==> src/rtl/scan_unload_chain.sv <==
// ---------------------------------------------------------------------------
// scan_unload_chain
//
// Serial unload path for the 3x3 matrix-multiplier result. A capture request
// snapshots the parallel result matrix into a shift register. The matrix then
// shifts out LSB-first on scan_out, element 0 (C[0][0]) first, each time
// scan_enable is high. When no unload is active, scan_enable shifts scan_in
// straight through, so this segment can sit inside a longer daisy chain.
//
// Optional build macro: SCAN_UNLOAD_PARITY_EN
//   When defined, the register gains one bit. An even-parity bit (^result_in)
//   is captured above the data and shifts out last, giving an unload length of
//   TOTAL_W+1 instead of TOTAL_W.
//
// Ports:
//   Clock        system clock, all logic on the rising edge
//   reset        synchronous, active-high; aborts any unload in progress
//   capture_req  single-cycle request to snapshot result_in
//   result_in    parallel result; element k at [k*ELEM_W +: ELEM_W]
//   scan_enable  advances the shift register by one bit
//   scan_in      serial input from the upstream segment, enters at the MSB
//   scan_out     serial output, always the register LSB
//   busy         high while an unload is in progress
//   done         one-cycle pulse after the final bit has shifted
//   overrun      sticky flag, set by a capture request made while busy
// ---------------------------------------------------------------------------
module scan_unload_chain #(
  parameter int ELEM_W  = 18,
  parameter int N_ELEM  = 9,
  parameter int TOTAL_W = N_ELEM * ELEM_W
) (
  input  logic               Clock,
  input  logic               reset,
  input  logic               capture_req,
  input  logic [TOTAL_W-1:0] result_in,
  input  logic               scan_enable,
  input  logic               scan_in,
  output logic               scan_out,
  output logic               busy,
  output logic               done,
  output logic               overrun
);

`ifdef SCAN_UNLOAD_PARITY_EN
  localparam int L = TOTAL_W + 1;
`else
  localparam int L = TOTAL_W;
`endif

  localparam int               CNT_W = $clog2(L + 1);
  localparam logic [CNT_W-1:0] LAST  = CNT_W'(L - 1);

  typedef enum logic [1:0] {
    IDLE  = 2'd0,
    SHIFT = 2'd1,
    DONE  = 2'd2
  } state_t;

  state_t           state;
  logic [L-1:0]     shreg;
  logic [CNT_W-1:0] count;
  logic             overrun_q;

  // Word loaded into the shift register on capture.
  function automatic logic [L-1:0] capture_word(input logic [TOTAL_W-1:0] d);
`ifdef SCAN_UNLOAD_PARITY_EN
    return {^d, d};
`else
    return d;
`endif
  endfunction

  always_ff @(posedge Clock) begin
    if (reset) begin
      state     <= IDLE;
      shreg     <= '0;
      count     <= '0;
      overrun_q <= 1'b0;
    end else begin
      case (state)
        // DONE lasts one cycle and otherwise behaves exactly like IDLE,
        // so a back-to-back capture is accepted without flagging overrun.
        IDLE, DONE: begin
          if (capture_req) begin
            shreg <= capture_word(result_in);
            count <= '0;
            state <= SHIFT;
          end else begin
            if (scan_enable) begin
              shreg <= {scan_in, shreg[L-1:1]};
            end
            state <= IDLE;
          end
        end
        SHIFT: begin
          // A capture here would corrupt the unload, so it is dropped and
          // only recorded.
          if (capture_req) begin
            overrun_q <= 1'b1;
          end
          if (scan_enable) begin
            shreg <= {scan_in, shreg[L-1:1]};
            if (count == LAST) begin
              count <= '0;
              state <= DONE;
            end else begin
              count <= count + 1'b1;
            end
          end
        end
        default: state <= IDLE;
      endcase
    end
  end

  assign scan_out = shreg[0];
  assign busy     = (state == SHIFT);
  assign done     = (state == DONE);
  assign overrun  = overrun_q;

endmodule

==> config.mk <==
export PLATFORM = sky130hd
export DESIGN_NAME = scan_unload_chain
export DESIGN_NICKNAME = d
export VERILOG_FILES = /design/src/rtl/scan_unload_chain.sv
export SDC_FILE = /design/constraint.sdc
export NUM_CORES = 1
export LEC_CHECK = 0
export ABC_AREA = 1
export CORE_MARGIN = 5
export CORE_UTILIZATION = 45
export CTS_CLUSTER_DIAMETER = 60
export DETAILED_ROUTE_END_ITERATION = 12
export GPL_TIMING_DRIVEN = 0
export PLACE_DENSITY_LB_ADDON = 0.3
export SLEW_MARGIN = 0
export SYNTH_ARGS = -nofsm -noshare
export SYNTH_HDL_FRONTEND = slang
export SYNTH_SLANG_ARGS = --single-unit
export TNS_END_PERCENT = 20
==> constraint.sdc <==
create_clock -name Clock -period 1.5 [get_ports Clock]
set_input_delay 0.3 -clock Clock [delete_from_list [all_inputs] [get_ports Clock]]
set_output_delay 0.3 -clock Clock [all_outputs]
set_load 0.05 [all_outputs]
; Word-level counts from Yosys, hierarchy flattened
; Index checks and enable logic that the tools add are counted.
[op_classes]
addsub = 1
n_div = 0
bitwise = 0
reduce_logical = 6
magnitude_cmp = 0
n_eq_ne = 6
mul = 0
mux = 11
n_shift = 0
[op_table]
columns = cell, n
row1 = $mux 162, 2
row2 = $pmux 162 s2, 1
row3 = $mux 8, 3
row4 = $pmux 8 s2, 1
row5 = $add 8x1->8 const B, 1
row6 = $eq 8x8->1 const B, 1
row7 = $mux 2, 2
row8 = $ne 2x2->1 const B, 2
row9 = $pmux 2 s2, 1
row10 = $reduce_and 2->1, 2
row11 = $reduce_and 3->1, 1
row12 = $eq 2x1->1 const B, 1
row13 = $eq 2x2->1 const B, 1
row14 = $logic_not 2->1, 1
row15 = $ne 2x1->1 const B, 1
row16 = $reduce_bool 2->1, 1
row17 = $reduce_or 2->1, 1
row18 = $mux 1, 1
[totals]
n_memories = 0
ram_bits = 0
input_bits = 167
mem_bits_ro = 0
wordCells = 28
ff_bits = 173
output_inout_bits = 4
latchBits = 0

; Logic depth before layout (Yosys ltp)
; Gate-level depths: netlist (run 1).
[logic_depth]
depth_word = 4
mapped_depth = 9

; Worst setup path before layout (run 1)
; No wires, ideal clock.
[synth_timing]
path_type = register -> register
start = reg state[0]
end = reg count[0]
required_time_ps = 1434
t_arrival_ps = 1445
path_slack_ps = -11
path_stages_with_launch = 8
path_buffers = 1
period_less_slack_ps = 1511
cell_sequence = dfxtp_1 inv_2 buf_4 nor2_2 nand2_1 nand2_1 nand2_1 nor2_1
[synth_via]
elab_cells_between_ends = 9
[synth_lines]
columns = element, line_no
row1 = from (decl), 59  ; state_t state;
row2 = from (signal assigned), 75  ; state <= IDLE;
row3 = from (signal assigned), 87  ; state <= SHIFT;
row4 = from (signal assigned), 92  ; state <= IDLE;
row5 = $eq 2x1->1 (*), n/a
row6 = named net busy, 39  ; output logic busy,
row7 = $ne 2x2->1 (no line) or $reduce_bool 2->1 (tied branches), n/a
row8 = $reduce_and 3->1 (no line), n/a
row9 = to (signal assigned), 107  ; count <= count + 1'b1;
row10 = to (decl), 61  ; logic [CNT_W-1:0] count;
; Mark *: on every way through the listed nets, which the timed path passes. The rest lies on a longest branch.
; A chain may end at the register's enable or synchronous reset.

; Worst setup path after layout (run 1)
[layout_timing]
start = reg state[0]
end = out busy
[layout_via]
elab_chain_cells = 1
[layout_lines]
columns = element, line_no
row1 = $eq 2x1->1, 117  ; assign busy = (state == SHIFT);
row2 = to (decl), 39
; Every way passes these cells.

==> results of run 1 <==
power by group:
part           internal, mW  switching (mW)  total, mW
sequential             4.88           0.151       5.03
clock                  2.87            1.85       4.72
combinational          1.07            1.27       2.34
total                  8.82            3.27       12.1
sequential cells by signal (all words and copies together), names as in the netlist:
name / count
overrun: 1
shreg: 162
count: 8
state: 2
metrics by stage:
step | setup WS [ns] | total power [mW] | setup TNS [ns]
5_1_grt | -0.106 | 12.6 | -0.798
4_1_cts | -0.0898 | 12.1 | -0.0898
2_1_floorplan | 0.103 | 6.47 | 0
3_3_place_gp | -0.775 | 7.27 | -95.16
3_5_place_dp | -0.804 | 7.32 | -100.74
6_report | -0.0612 | 12.1 | -0.0612
worst register-to-register path, cell delays in order, from the launching register on:
cell and delay (ns):
sky130_fd_sc_hd__dfxtp_4 0.37, sky130_fd_sc_hd__inv_4 0.06, sky130_fd_sc_hd__buf_12 0.10, sky130_fd_sc_hd__buf_12 0.11, sky130_fd_sc_hd__clkbuf_1 0.30, sky130_fd_sc_hd__nand3_1 0.15
sky130_fd_sc_hd__o21ai_1 0.11, sky130_fd_sc_hd__a21oi_1 0.07, sky130_fd_sc_hd__nor2_1 0.12
synthesized netlist by cell type:
cell type                  count
sky130_fd_sc_hd__a21oi_1     163
sky130_fd_sc_hd__buf_1         8
sky130_fd_sc_hd__buf_2        63
sky130_fd_sc_hd__buf_4        17
sky130_fd_sc_hd__clkbuf_1     56
sky130_fd_sc_hd__dfxtp_1     173
sky130_fd_sc_hd__ha_1          2
sky130_fd_sc_hd__inv_1       174
sky130_fd_sc_hd__inv_2         1
sky130_fd_sc_hd__nand2_1      32
sky130_fd_sc_hd__nand2_2       2
sky130_fd_sc_hd__nand3_1     335
sky130_fd_sc_hd__nand4_1       1
sky130_fd_sc_hd__nor2_1      177
sky130_fd_sc_hd__nor2_2        1
sky130_fd_sc_hd__nor3_1        1
sky130_fd_sc_hd__o21ai_1     325
sky130_fd_sc_hd__xor2_1        1
per-layer routing:
| layer | routed length (µm) | share of wire | up-vias | track usage |
|---|---|---|---|---|
| met4 | 408 | 0.014 | 0 | 0.0545 |
| met2 | 13500 | 0.46 | 371 | 0.362 |
| met3 | 2100 | 0.072 | 35 | 0.0390 |
| met1 | 13300 | 0.45 | 5011 | 0.317 |
| met5 | 0 | 0 | - | 0 |
| li1 | - | - | 5550 | - |
final timing paths:
path                               start    endpoint
worst min-delay path               reset  shreg[135]
worst max register to register  state[0]   shreg[47]
worst max-delay path            state[0]        busy
worst min register to register   overrun     overrun
cell type report:
cell class / count / area, µm²
antenna: 1 / 2.50
multi-input combinational: 1040 / 5080
tap: 280 / 350
inverter: 175 / 659
buffer: 144 / 872
fill: 2057 / 8850
timing repair buffer: 171 / 1720
sequential: 173 / 3470
clock buffer: 21 / 460
clock inverter: 10 / 163
cell families (layout without fill, tap and decap cells):
logic type | after synthesis | count (layout) | synth area share
adders and majority gates | 2 | 2 | 0.00256
other | 0 | 1 | 0
AOI/OAI and AO/OA | 488 | 488 | 0.250
xor gates and xnor gates | 1 | 1 | 0.000897
buffers and inverters | 319 | 521 | 0.137
DFF | 173 | 173 | 0.354
and+or+nand+nor | 549 | 549 | 0.255
repair_timing:
item                       in CTS  in global routing
resized for setup              45                104
setup buffers                   3                  0
setup endpoints to repair     167                169
pin swaps                       1                  2
==> impl_table.tex, run 1 <==
\begin{tabular}{lr}
\hline
Metric & Value \\
\hline
\multicolumn{2}{l}{\textbf{Timing}} \\
\quad Max Slew Vio Count & 0 \\
\quad Unrepaired setup endpoints after global routing & true \\
\quad Share of the clock period used by the worst path & 1.04 \\
\quad Crit path time final & 1.56 ns \\
\quad Relative slew slack & 0.539 \\
\quad Worst clock skew & 0.00772 ns \\
\quad Minimum setup slack in the final design & -0.0612 ns \\
\quad Slew at the pin with the worst max-slew slack & 0.692 ns \\
\quad Hold\_ws & 0.319 ns \\
\quad Final Hold Fails & 0 \\
\quad Highest attainable clock frequency & 641 MHz \\
\quad Final setup fails & 1 \\
\multicolumn{2}{l}{\textbf{Placed design}} \\
\quad Placed Instances & 1980 \\
\quad Placer's final routability congestion estimate & 0.848 \\
\quad \# port buffers & 168 \\
\quad DP Wirelength & 20200 µm \\
\quad Placed cell area & 0.0118 mm² \\
\multicolumn{2}{l}{\textbf{Logic synthesis}} \\
\quad Nets in the synthesized netlist & 1701 \\
\quad Area fraction of the dominant cell type after synthesis & 0.354 \\
\quad Share of the yosys chip area belonging to registers & 0.354 \\
\quad Synth warn & 0 \\
\quad Cell type contributing the most total cell area after synthesis & sky130\_fd\_sc\_hd\_\_dfxtp\_1 \\
\quad Biggest area contributors in the synthesized netlist & sky130\_fd\_sc\_hd\_\_dfxtp\_1 35\%, sky130\_fd\_sc\_hd\_\_nand3\_1 17\%, sky130\_fd\_sc\_hd\_\_o21ai\_1 17\%, sky130\_fd\_sc\_hd\_\_a21oi\_1 8.3\%, sky130\_fd\_sc\_hd\_\_nor2\_1 6.8\% \\
\quad Netlist area before placement & 0.00977 mm² \\
\quad Post-synthesis sequential element count & 173 \\
\quad Netlist cell types & 18 \\
\quad Post-Synthesis Cells & 1532 \\
\quad Mean instance size in the synthesized netlist & 6.38 µm² \\
\multicolumn{2}{l}{\textbf{Worst setup path}} \\
\quad Cells traversed along the worst timing path & inv\_4, buf\_12, nor2\_4, buf\_6 \\
\quad Worst setup EP type & output port \\
\quad Crit path max fanout & 4 \\
\quad Data required time of the critical path & 1.20 ns \\
\quad Critical-path top delay cell & sky130\_fd\_sc\_hd\_\_dfxtp\_4 \\
\quad Total stage count of the critical path & 4 \\
\quad Worst reg2reg path depth & 8 \\
\quad CP Launch Type & register \\
\quad Worst path buffer plus inverter count & 3 \\
\quad Register-to-Register Setup Slack & 0.03 ns \\
\quad Largest stage delay, worst path & 0.39 ns \\
\quad Worst path arrival time & 1.26 ns \\
\quad Worst setup path class & register to output port \\
\quad Family with the most delay on the worst path & flip-flops \\
\multicolumn{2}{l}{\textbf{Route}} \\
\quad Remaining DRCs & 0 \\
\quad Number of DRC markers after the initial detailed-route iteration & 957 \\
\quad First-pass detailed-route iteration total & 6 \\
\quad Vias per cell & 5.44 \\
\quad Number of nets still failing antenna checks after routing & 0 \\
\quad Total vias in the final route & 11000 \\
\quad Overall routed net length & 29300 µm \\
\quad Average routed wire per standard cell & 14.6 µm \\
\multicolumn{2}{l}{\textbf{Clocking}} \\
\quad Buffers from clock root to sink, at most & 2 \\
\quad CTS clock-pin slew for the worst setup and hold paths & 0.06 ns \\
\quad CTS tree & yes \\
\quad Clk Tree Root Cell & sky130\_fd\_sc\_hd\_\_clkbuf\_16 \\
\quad Post-cts hold buffer count & 0 \\
\quad Count of clock tree sinks & 173 \\
\quad H-tree levels & 4 \\
\quad Insertion delay of the later-clocked pin in the worst-skew pair & 0.43 ns \\
\quad Total CTS buffers & 17 \\
\multicolumn{2}{l}{\textbf{Layout}} \\
\quad Layout Nets & 1891 \\
\quad Layout overhead on the synthesized area & 30.7\% \\
\quad Fraction of the core area covered by cells at the end of the flow & 0.591 \\
\quad Most frequent cells in the layout & 324 x sky130\_fd\_sc\_hd\_\_o21ai\_1, 323 x sky130\_fd\_sc\_hd\_\_nand3\_1, 176 x sky130\_fd\_sc\_hd\_\_nor2\_1 \\
\quad Fraction of layout cells with a size suffix above 1 & 0.0934 \\
\quad Cell area after layout & 0.0128 mm² \\
\quad Final Non-Filler Cells & 2015 \\
\quad Commonest non-fill, non-tap cell in the layout & sky130\_fd\_sc\_hd\_\_o21ai\_1 \\
\multicolumn{2}{l}{\textbf{Global route}} \\
\quad Initial antenna violation count & 1 \\
\quad Number of global-route vias before repair & 9852 \\
\quad Global-route wire length before repair & 46600 µm \\
\quad Global-route total usage across every layer & 0.226 \\
\quad Largest net degree at the start of global routing & 17 \\
\quad Congestion Overflow GR & 0 \\
\multicolumn{2}{l}{\textbf{Die}} \\
\quad Number of top-level design ports & 171 \\
\quad Die height & 157 µm \\
\quad Site Rows & 54 \\
\quad Core region area & 0.0216 mm² \\
\quad X dimension of the die & 157 µm \\
\quad Die footprint & 0.0248 mm² \\
\quad Starting density of the core & 0.452 \\
\multicolumn{2}{l}{\textbf{Min path}} \\
\quad Worst hold path type & primary input to register \\
\quad Hold Path Stages & 2 \\
\multicolumn{2}{l}{\textbf{Pwr}} \\
\quad Leakage & 4.66 nW \\
\quad Power density over the cells & 947 mW/mm² \\
\quad Highest ir drop seen on vdd & 0.000738 V \\
\multicolumn{2}{l}{\textbf{Run}} \\
\quad Max Cap Viol & 0 \\
\multicolumn{2}{l}{\textbf{Status}} \\
\quad Failing checks & negative setup slack \\
\quad Status & complete, but fails checks \\
\hline
\end{tabular}
(Power assumes the default switching activity.)
==> run 2, diff against run 1 <==
--- a/config.mk
+++ b/config.mk
@@ -6,12 +6,11 @@
 export NUM_CORES = 1
 export LEC_CHECK = 0
 export ABC_AREA = 1
-export CORE_MARGIN = 5
 export CORE_UTILIZATION = 45
 export CTS_CLUSTER_DIAMETER = 60
 export DETAILED_ROUTE_END_ITERATION = 12
 export GPL_TIMING_DRIVEN = 0
-export PLACE_DENSITY_LB_ADDON = 0.3
+export PLACE_DENSITY = 0.78
 export SLEW_MARGIN = 0
 export SYNTH_ARGS = -nofsm -noshare
 export SYNTH_HDL_FRONTEND = slang
==> constraint.sdc (replaced) <==
create_clock -name Clock -period 1.3 [get_ports Clock]
set_input_delay 0.26 -clock Clock [delete_from_list [all_inputs] [get_ports Clock]]
set_output_delay 0.26 -clock Clock [all_outputs]
set_load 0.05 [all_outputs]
==> impl_table.tex, run 2 (synthesis gave the netlist of run 1 again) <==
\begin{tabular}{lr}
\hline
Metric & Value \\
\hline
\multicolumn{2}{l}{\textbf{Worst setup path}} \\
\quad Family with the most delay on the worst path & flip-flops \\
\quad Worst reg2reg path depth & 8 \\
\quad Data required time of the critical path & 1.04 ns \\
\quad Worst path buffer plus inverter count & 3 \\
\quad Launch instance of the worst register-to-register path & state[0] \\
\quad Worst path arrival time & 1.28 ns \\
\quad Crit path max fanout & 6 \\
\quad Cells traversed along the worst timing path & inv\_4, buf\_12, nor2\_4, buf\_6 \\
\quad Register-to-Register Setup Slack & -0.12 ns \\
\quad Critical-path top delay cell & sky130\_fd\_sc\_hd\_\_dfxtp\_4 \\
\quad Largest stage delay, worst path & 0.37 ns \\
\quad Worst setup EP type & output port \\
\quad Worst setup path class & register to output port \\
\quad CP Launch Type & register \\
\quad Capture point of the worst reg-to-reg path & shreg[44] \\
\multicolumn{2}{l}{\textbf{Clocking}} \\
\quad CTS tree & yes \\
\quad CTS clock-pin slew for the worst setup and hold paths & 0.07 ns \\
\quad Count of clock tree sinks & 173 \\
\quad H-tree levels & 4 \\
\quad Post-cts hold buffer count & 0 \\
\quad Insertion delay of the later-clocked pin in the worst-skew pair & 0.43 ns \\
\quad Total CTS buffers & 17 \\
\quad Clk Tree Root Cell & sky130\_fd\_sc\_hd\_\_clkbuf\_16 \\
\quad Buffers from clock root to sink, at most & 2 \\
\multicolumn{2}{l}{\textbf{Route}} \\
\quad Number of DRC markers after the initial detailed-route iteration & 881 \\
\quad Vias per cell & 5.51 \\
\quad Number of nets still failing antenna checks after routing & 0 \\
\quad Average routed wire per standard cell & 15.1 µm \\
\quad Total vias in the final route & 11100 \\
\quad Overall routed net length & 30400 µm \\
\quad First-pass detailed-route iteration total & 6 \\
\quad Remaining DRCs & 0 \\
\multicolumn{2}{l}{\textbf{Global route}} \\
\quad Global-route total usage across every layer & 0.268 \\
\quad Largest net degree at the start of global routing & 17 \\
\quad Global-route wire length before repair & 48500 µm \\
\quad Congestion Overflow GR & 0 \\
\quad Initial antenna violation count & 1 \\
\quad Number of global-route vias before repair & 10000 \\
\multicolumn{2}{l}{\textbf{Layout}} \\
\quad Fraction of layout cells with a size suffix above 1 & 0.105 \\
\quad Storage cell area & 0.00347 mm² \\
\quad Number of flip-flops under the largest register name & 162 \\
\quad Fill cell count & 1903 \\
\quad Layout Nets & 1899 \\
\quad Footprint of the multi-input gates & 0.00509 mm² \\
\quad Largest registers in the final layout & shreg (162), count (8), state (2) \\
\quad Cell area after layout & 0.0130 mm² \\
\quad Top reg by flops & shreg \\
\quad Layout overhead on the synthesized area & 33.2\% \\
\quad Commonest non-fill, non-tap cell in the layout & sky130\_fd\_sc\_hd\_\_nand3\_1 \\
\quad Most frequent cells in the layout & 328 x sky130\_fd\_sc\_hd\_\_nand3\_1, 321 x sky130\_fd\_sc\_hd\_\_o21ai\_1, 175 x sky130\_fd\_sc\_hd\_\_nor2\_1 \\
\multicolumn{2}{l}{\textbf{Pwr}} \\
\quad Power density over the cells & 1060 mW/mm² \\
\quad Leakage & 4.80 nW \\
\quad Total design power & 13.7 mW \\
\quad Highest ir drop seen on vdd & 0.000820 V \\
\multicolumn{2}{l}{\textbf{Timing}} \\
\quad Crit path time final & 1.54 ns \\
\quad Slew at the pin with the worst max-slew slack & 0.655 ns \\
\quad Max Slew Vio Count & 0 \\
\quad Highest attainable clock frequency & 648 MHz \\
\quad Final Hold Fails & 0 \\
\quad Share of the clock period used by the worst path & 1.19 \\
\quad Worst clock skew & 0.0144 ns \\
\quad Setup TNS & -8.73 ns \\
\quad Hold\_ws & 0.298 ns \\
\quad Minimum setup slack in the final design & -0.244 ns \\
\quad Final setup fails & 137 \\
\quad Unrepaired setup endpoints after global routing & true \\
\quad Relative slew slack & 0.563 \\
\multicolumn{2}{l}{\textbf{Die}} \\
\quad Core region area & 0.0212 mm² \\
\quad Die height & 149 µm \\
\quad Number of top-level design ports & 171 \\
\quad Starting density of the core & 0.462 \\
\quad Site Rows & 53 \\
\quad Die footprint & 0.0223 mm² \\
\quad X dimension of the die & 149 µm \\
\multicolumn{2}{l}{\textbf{Status}} \\
\quad Failing checks & negative setup slack \\
\quad Status & complete, but fails checks \\
\multicolumn{2}{l}{\textbf{Placed design}} \\
\quad DP Wirelength & 20000 µm \\
\quad \# port buffers & 168 \\
\quad DP Worst Slack & -0.919 ns \\
\quad Placed cell area & 0.0118 mm² \\
\quad Placer's final routability congestion estimate & 0.860 \\
\multicolumn{2}{l}{\textbf{Min path}} \\
\quad Hold Path Stages & 2 \\
\quad Startpoint of the tightest hold check path & reset \\
\quad Worst-case hold path end point & shreg[135] \\
\quad Worst hold path type & primary input to register \\
\multicolumn{2}{l}{\textbf{Run}} \\
\quad Max Cap Viol & 0 \\
\hline
\end{tabular}
## run 2: changes by cell type in the layout (fill, tap and decap cells not counted), moves of 5 or more
cell	change
sky130_fd_sc_hd__buf_2	-7
sky130_fd_sc_hd__buf_4	+16
sky130_fd_sc_hd__buf_6	+13
sky130_fd_sc_hd__buf_8	+5
sky130_fd_sc_hd__clkbuf_1	-11
sky130_fd_sc_hd__clkbuf_4	-9
sky130_fd_sc_hd__clkbuf_8	+5
sky130_fd_sc_hd__nand3_1	+5
sky130_fd_sc_hd__nand3_2	-5
## run 2: what timing repair did
item / 4_1_cts / 5_1_grt
endpoints found under the setup margin: 176 / 175
setup buffers: 6 / 0
cloned: 4 / 1
gates resized for setup: 155 / 60
pin swaps: 5 / 6
## run 2: how the worst max path moves through the flow
stage                start         to  depth (start not counted)  slack (ns)
2_1_floorplan     state[0]   count[0]                          7       0.003
3_3_place_gp   capture_req  shreg[73]                          8       -0.87
3_5_place_dp   capture_req  shreg[72]                          8       -0.92
4_1_cts           state[0]       done                          3       -0.25
5_1_grt           state[0]       busy                          4       -0.27
6_report          state[0]       busy                          4       -0.24
## run 2: metal layers
metal,track usage,part of all wire,vias up,wire length (µm)
li1,-,-,5560,-
met4,0.0791,0.020,0,610
met3,0.0431,0.072,50,2180
met2,0.450,0.47,453,14400
met1,0.352,0.43,5054,13200
met5,0,0,-,0
## run 2: report_power, final
| part | switching, mW | total [mW] | internal, mW |
|---|---|---|---|
| sequential | 0.180 | 5.81 | 5.63 |
| clock | 2.14 | 5.17 | 3.03 |
| combinational | 1.51 | 2.76 | 1.26 |
## run 2: worst register-to-register path, delay by kind of cell, from the launching register on
family	cells	cell delay, ns
DFF	1	0.37
and+or+nand+nor	3	0.23
buffers and inverters	3	0.46
AOI/OAI and AO/OA	2	0.23
## run 2: cell type report
type                       instances  share of cell area
tap                              275              0.0264
multi-input combinational       1041               0.391
sequential                       173               0.267
clock inverter                     9             0.00846
inverter                         175              0.0507
timing repair buffer             178               0.136
antenna                            1            0.000192
clock buffer                      22              0.0372
buffer                           144              0.0825
## run 2: through the flow
step | cells | utilization
after global placement | 1975 | 0.558
after floorplan | 1532 | -
after detailed placement | 1975 | 0.558
final | 2018 | 0.615
after CTS | 2016 | 0.608
after global routing | 2018 | 0.615
